File: src/rtl/reg_dump.sv
// Streams (index, value) records of a register-file range over valid/ready,
// reading one register per cycle through a spare read port; optional diff mode.
module reg_dump #(
  parameter int FIRST_REG = 0,
  parameter int LAST_REG  = 31
) (
  input  logic        clk,
  input  logic        rst,
  input  logic        start,
  input  logic        diff,
  input  logic        abort,
  output logic [4:0]  ra,
  input  logic [31:0] rd,
  output logic        dump_valid,
  input  logic        dump_ready,
  output logic [4:0]  dump_idx,
  output logic [31:0] dump_data,
  output logic        busy,
  output logic        done,
  output logic [1:0]  state_dbg
);

  // Handshake: a record transfers at a posedge where dump_valid & dump_ready;
  // dump_idx/dump_data are held from the rise of dump_valid until that edge,
  // and nothing on the record side depends combinationally on dump_ready.

  typedef enum logic [1:0] {
    S_IDLE = 2'd0,
    S_READ = 2'd1,
    S_EMIT = 2'd2,
    S_DONE = 2'd3
  } state_t;

  localparam logic [4:0] FIRST_IDX = 5'(FIRST_REG);
  localparam logic [4:0] LAST_IDX  = 5'(LAST_REG);

  state_t      state_q, state_d;
  logic [4:0]  ra_q, ra_d;
  logic        valid_q, valid_d;
  logic [4:0]  idx_q, idx_d;
  logic [31:0] data_q, data_d;
  logic        done_q, done_d;
  logic        diff_q, diff_d;
  logic [31:0] shadow_q [32];
  logic [31:0] shadow_d [32];

  logic emit;
  logic handshake;

  always_comb begin
    state_d   = state_q;
    ra_d      = ra_q;
    valid_d   = valid_q;
    idx_d     = idx_q;
    data_d    = data_q;
    done_d    = 1'b0;
    diff_d    = diff_q;
    shadow_d  = shadow_q;
    emit      = !diff_q || (rd != shadow_q[ra_q]);
    handshake = valid_q && dump_ready;

    case (state_q)
      S_IDLE: begin
        if (start) begin
          state_d = S_READ;
          ra_d    = FIRST_IDX;
          diff_d  = diff;
        end
      end
      S_READ: begin
        // An aborted read leaves its shadow entry untouched.
        if (abort) begin
          state_d = S_IDLE;
          valid_d = 1'b0;
        end else begin
          shadow_d[ra_q] = rd;
          idx_d          = ra_q;
          data_d         = rd;
          if (emit) begin
            valid_d = 1'b1;
            state_d = S_EMIT;
          end else if (ra_q == LAST_IDX) begin
            state_d = S_DONE;
            done_d  = 1'b1;
          end else begin
            ra_d = ra_q + 5'd1;
          end
        end
      end
      S_EMIT: begin
        // Abort wins over a same-cycle handshake: the record is not transferred.
        if (abort) begin
          state_d = S_IDLE;
          valid_d = 1'b0;
        end else if (handshake) begin
          valid_d = 1'b0;
          if (idx_q == LAST_IDX) begin
            state_d = S_DONE;
            done_d  = 1'b1;
          end else begin
            ra_d    = ra_q + 5'd1;
            state_d = S_READ;
          end
        end
      end
      S_DONE: begin
        state_d = S_IDLE;
      end
      default: begin
        state_d = S_IDLE;
      end
    endcase
  end

  always_ff @(posedge clk) begin
    if (rst) begin
      state_q  <= S_IDLE;
      ra_q     <= 5'd0;
      valid_q  <= 1'b0;
      idx_q    <= 5'd0;
      data_q   <= 32'd0;
      done_q   <= 1'b0;
      diff_q   <= 1'b0;
      shadow_q <= '{default: 32'd0};
    end else begin
      state_q  <= state_d;
      ra_q     <= ra_d;
      valid_q  <= valid_d;
      idx_q    <= idx_d;
      data_q   <= data_d;
      done_q   <= done_d;
      diff_q   <= diff_d;
      shadow_q <= shadow_d;
    end
  end

  assign ra         = ra_q;
  assign dump_valid = valid_q;
  assign dump_idx   = idx_q;
  assign dump_data  = data_q;
  assign done       = done_q;
  assign busy       = (state_q == S_READ) || (state_q == S_EMIT);
  assign state_dbg  = state_q;

endmodule

File: config.mk
export PLATFORM = sky130hd
export DESIGN_NAME = reg_dump
export DESIGN_NICKNAME = d
export VERILOG_FILES = /design/src/rtl/reg_dump.sv
export SDC_FILE = /design/constraint.sdc
export NUM_CORES = 2
export LEC_CHECK = 0
export CORE_ASPECT_RATIO = 1.25
export CORE_MARGIN = 8
export CORE_UTILIZATION = 35
export CTS_CLUSTER_DIAMETER = 200
export DETAILED_ROUTE_END_ITERATION = 6
export SLEW_MARGIN = 25
export SYNTH_ARGS = -nofsm -noshare
export SYNTH_HDL_FRONTEND = slang
export SYNTH_SLANG_ARGS = --single-unit
File: constraint.sdc
create_clock -name clk -period 6 [get_ports clk]
set_input_delay 1.2 -clock clk [delete_from_list [all_inputs] [get_ports clk]]
set_output_delay 1.2 -clock clk [all_outputs]
set_load 0.005 [all_outputs]
==> results by group <==
Routing
  • Drt total wl: 191000 um
  • Average wire per standard cell: between 20 and 30 um
  • DRC Markers: 0
  • DR iter-0 viols: approximately 5600
  • Final ANT Viol Nets: 0
  • Vias: between 40000 and 50000
  • Post-DR vias/cell: 5.75
  • First-pass DRT Iterations: 6

Clocking
  • Clk Tree Root Cell: clkbuf_16
  • Post-CTS Hold Fix Bufs: 0
  • Clk slew on worst S/H paths: approximately 70 ps
  • Setup bufs post-CTS: 0
  • Worst skew pair latency: ~730 ps
  • CTS tree: yes
  • Clock Path Buffers: 3
  • # H-tree levels: 3
  • Clock sink count: around 1100
  • Post_cts resized: 0
  • Total CTS buffers: 102

STA
  • Clk_skew: 41.2 ps
  • Final setup TNS: 0 ps
  • RSZ-0062 raised after global routing: false
  • Final min period: between 5000 and 6000 ps
  • Worst Max-Slew Pin Slew: between 1000 and 1500 ps
  • Max-Slew Margin vs Limit: 0.228
  • Final setup viols: 0
  • Slew Viols, Final: 0
  • Ratio of final minimum period to clock period: 0.871
  • Fmax: 191 MHz
  • Endpoints failing hold: 0
  • Worst hold slack: roughly 450 ps

Critical path
  • Reg2reg start: ra[1]
  • Startpoint Class: flip-flop
  • Worst Path Buf+Inv: 4
  • Most used cell, CP: buf_12
  • Crit Path Category: reg2reg
  • Worst Path Max Fanout: 47
  • Worst reg2reg endpoint: done
  • Worst setup EP type: flip-flop
  • Worst-path cell chain: buf_12 -> buf_12 -> buf_12 -> mux2i_1 -> o22ai_1 -> nor4_1 -> nand2_1 -> xor2_1 -> nor4_1 -> nand4_1 -> buf_4 -> or4_1 -> a211oi_2
  • Crit-path leading delay family: simple AND/OR/NAND/NOR gates
  • Slowest cell on the critical path: dfxtp_4
  • Data required, critical path: between 6000 and 7000 ps
  • Critical path's largest stage delay: 1050 ps
  • R2r setup slk: between 700 and 800 ps
  • Worst Reg-to-Reg Cells: 13
  • Critical Path AT: ~5900 ps

GRT
  • Gr busiest metal: met2
  • M2 GR Usage: 0.403
  • Vias in the first global route: between 30000 and 40000
  • Gr ovfl total: 0
  • Largest net degree at the start of global routing: 162
  • Met3 usage: 0.0508
  • Met1 usage: 0.318
  • Initial antenna violation count: 3
  • First-pass GRT wire length: about 280000 um
  • GRT Overall Usage: 0.255

Place
  • Placed cell count: approximately 7200
  • Gpl congestion: around 0.92
  • IO buf count: between 80 and 90
  • Hpwl dp: between 100000 and 150000 um

Pwr
  • Static leakage: ~15 nW
  • Power Total: 14.7 mW
  • Power per cell area: approximately 280 nW/um^2
  • Max rail drop VDD: between 200 and 250 uV

Logic synthesis
  • Syn_nets: roughly 5900
  • Synthesis Warnings: 0
  • EDFF count, synth: 0
  • Seq/Total Area, Yosys: 0.469
  • Post-synth cell types: 51
  • Syn Inst Count: roughly 5800
  • Asr flop ratio synth: 0
  • Prevailing post-synth register cell: dfxtp_1
  • Syn_area_per_cell: a little under 8 sq um
  • Synthesized cell area: between 40000 and 50000 sq um
  • Seq cells post-synth: 1071

Die
  • Die Width: between 300 and 400 um
  • Core area: ~130000 sq um
  • Starting density of the core: 0.352
  • Die area: between 100000 and 150000 sq um
  • DIE HEIGHT: between 400 and 500 um
  • Boundary Pins: 85
  • # rows: around 150

Cells and area
  • Fin nets: ~5700
  • Share of cells above drive strength 1: 0.0887
  • Layout Cells excl Fill: ~7400
  • Layout Utilization: 0.402
  • Syn-to-layout area delta: 14.2%

Status
  • Status: finished, final reports clean

Hold path
  • Worst hold start: dump_data[22]
  • Worst Hold Path EP: dump_data[22]
  • Min-delay worst type: reg2reg
  • Min-Delay Path Depth: 2

Run
  • Max-cap violation count: 0
## final cells by class
class	instances	area (sq um)
multi-input cells	4161	22500
fillers	13028	77800
well taps	1725	2160
inverters	7	26.3
clock inverters	35	387
repair buffers	268	2630
clock buffers	149	3080
diodes	4	10.0
flip-flops and latches	1071	21400
## metrics by stage
stage | worst slack (ps) | cell area, sq um
after global routing | 829 | 52200
after floorplan | 2710 | 45700
after detailed placement | 1020 | 48700
after global placement | 958 | 48500
after CTS | 981 | 52200
final | 776 | 52200
## synth_stat cells, types with 7 or more instances
library cell / n / area, sq um
a21oi_1: 1073 / 5370
a22oi_1: 32 / 240
and3_1: 10 / 62.6
buf_1: 14 / 52.6
buf_2: 69 / 345
clkbuf_1: 487 / 1830
dfxtp_1: 1071 / 21400
ha_1: 8 / 100
inv_1: 7 / 26.3
mux2i_1: 386 / 3860
mux4_2: 64 / 1440
nand2_1: 2146 / 8060
nand2b_1: 8 / 50.1
nand3_1: 38 / 190
nand4_1: 14 / 87.6
nor2_1: 41 / 154
nor4_1: 54 / 338
o22ai_1: 193 / 1210
or3_1: 7 / 43.8
xor2_1: 16 / 140
## power by group
group | internal (mW) | total (mW) | switching, mW
clock network | 3.85 | 6.81 | 2.96
logic | 0.202 | 0.729 | 0.527
registers | 7.14 | 7.17 | 0.0319
total | 11.2 | 14.7 | 3.51
## placed cells by master (no fill, tap or decap), drive strengths merged, types with 5 or more instances in the layout
cell type	netlist	final
nand2	2147	2147
a21oi	1073	1073
dfxtp	1071	1071
mux2i	386	386
o22ai	193	193
buf	90	185
clkbuf	487	149
clkdlybuf4s50	0	83
mux4	64	64
nor4	55	55
nor2	41	41
nand3	38	38
a22oi	32	32
clkinv	0	21
xor2	16	16
nand4	14	14
and3	10	10
inv	7	10
ha	8	8
nand2b	8	8
or3	7	7
bufinv	0	7
nand4bb	6	6
o21ai	6	6
nand3b	5	5
xnor2	5	5
nand4b	5	5
## worst max-delay path by stage
| stage | from | end | slack (ps) | depth (start not counted) |
|---|---|---|---|---|
| 5_1_grt | ra[1] | done | 830 | 13 |
| 3_3_place_gp | ra[1] | done | 960 | 13 |
| 2_1_floorplan | ra[1] | done | 2710 | 12 |
| 4_1_cts | ra[1] | done | 980 | 13 |
| 6_report | ra[1] | done | 780 | 13 |
| 3_5_place_dp | ra[1] | done | 1020 | 13 |
## logic make-up after synthesis
logic type                 count (synthesis)  share of synthesized area
adders and majority gates                  8                    0.00219
buffers and inverters                    584                     0.0508
AOI/OAI and AO/OA                       1319                      0.153
xor gates and xnor gates                  21                    0.00402
and+or+nand+nor                         2363                      0.205
muxes                                    450                      0.116
DFF                                     1071                      0.469
## state kept, by name (all words and copies together) (netlist names)
name and cells:
dump_idx 5, done 1, state_dbg 2, dump_data 32, shadow_q 1024, ra 5
diff_q 1, dump_valid 1
## tightest hold or removal path, stage by stage, from the launching register on
cell	delay, ps
dfxtp_1	310
nand2_1	50
a21oi_1	50
## routing by layer
layer	wire length, um	share of wire
met5	0	0
met4	12500	0.066
met3	19400	0.10
met2	85700	0.45
met1	73100	0.38
No activity file was read; power rests on OpenSTA's default activity.
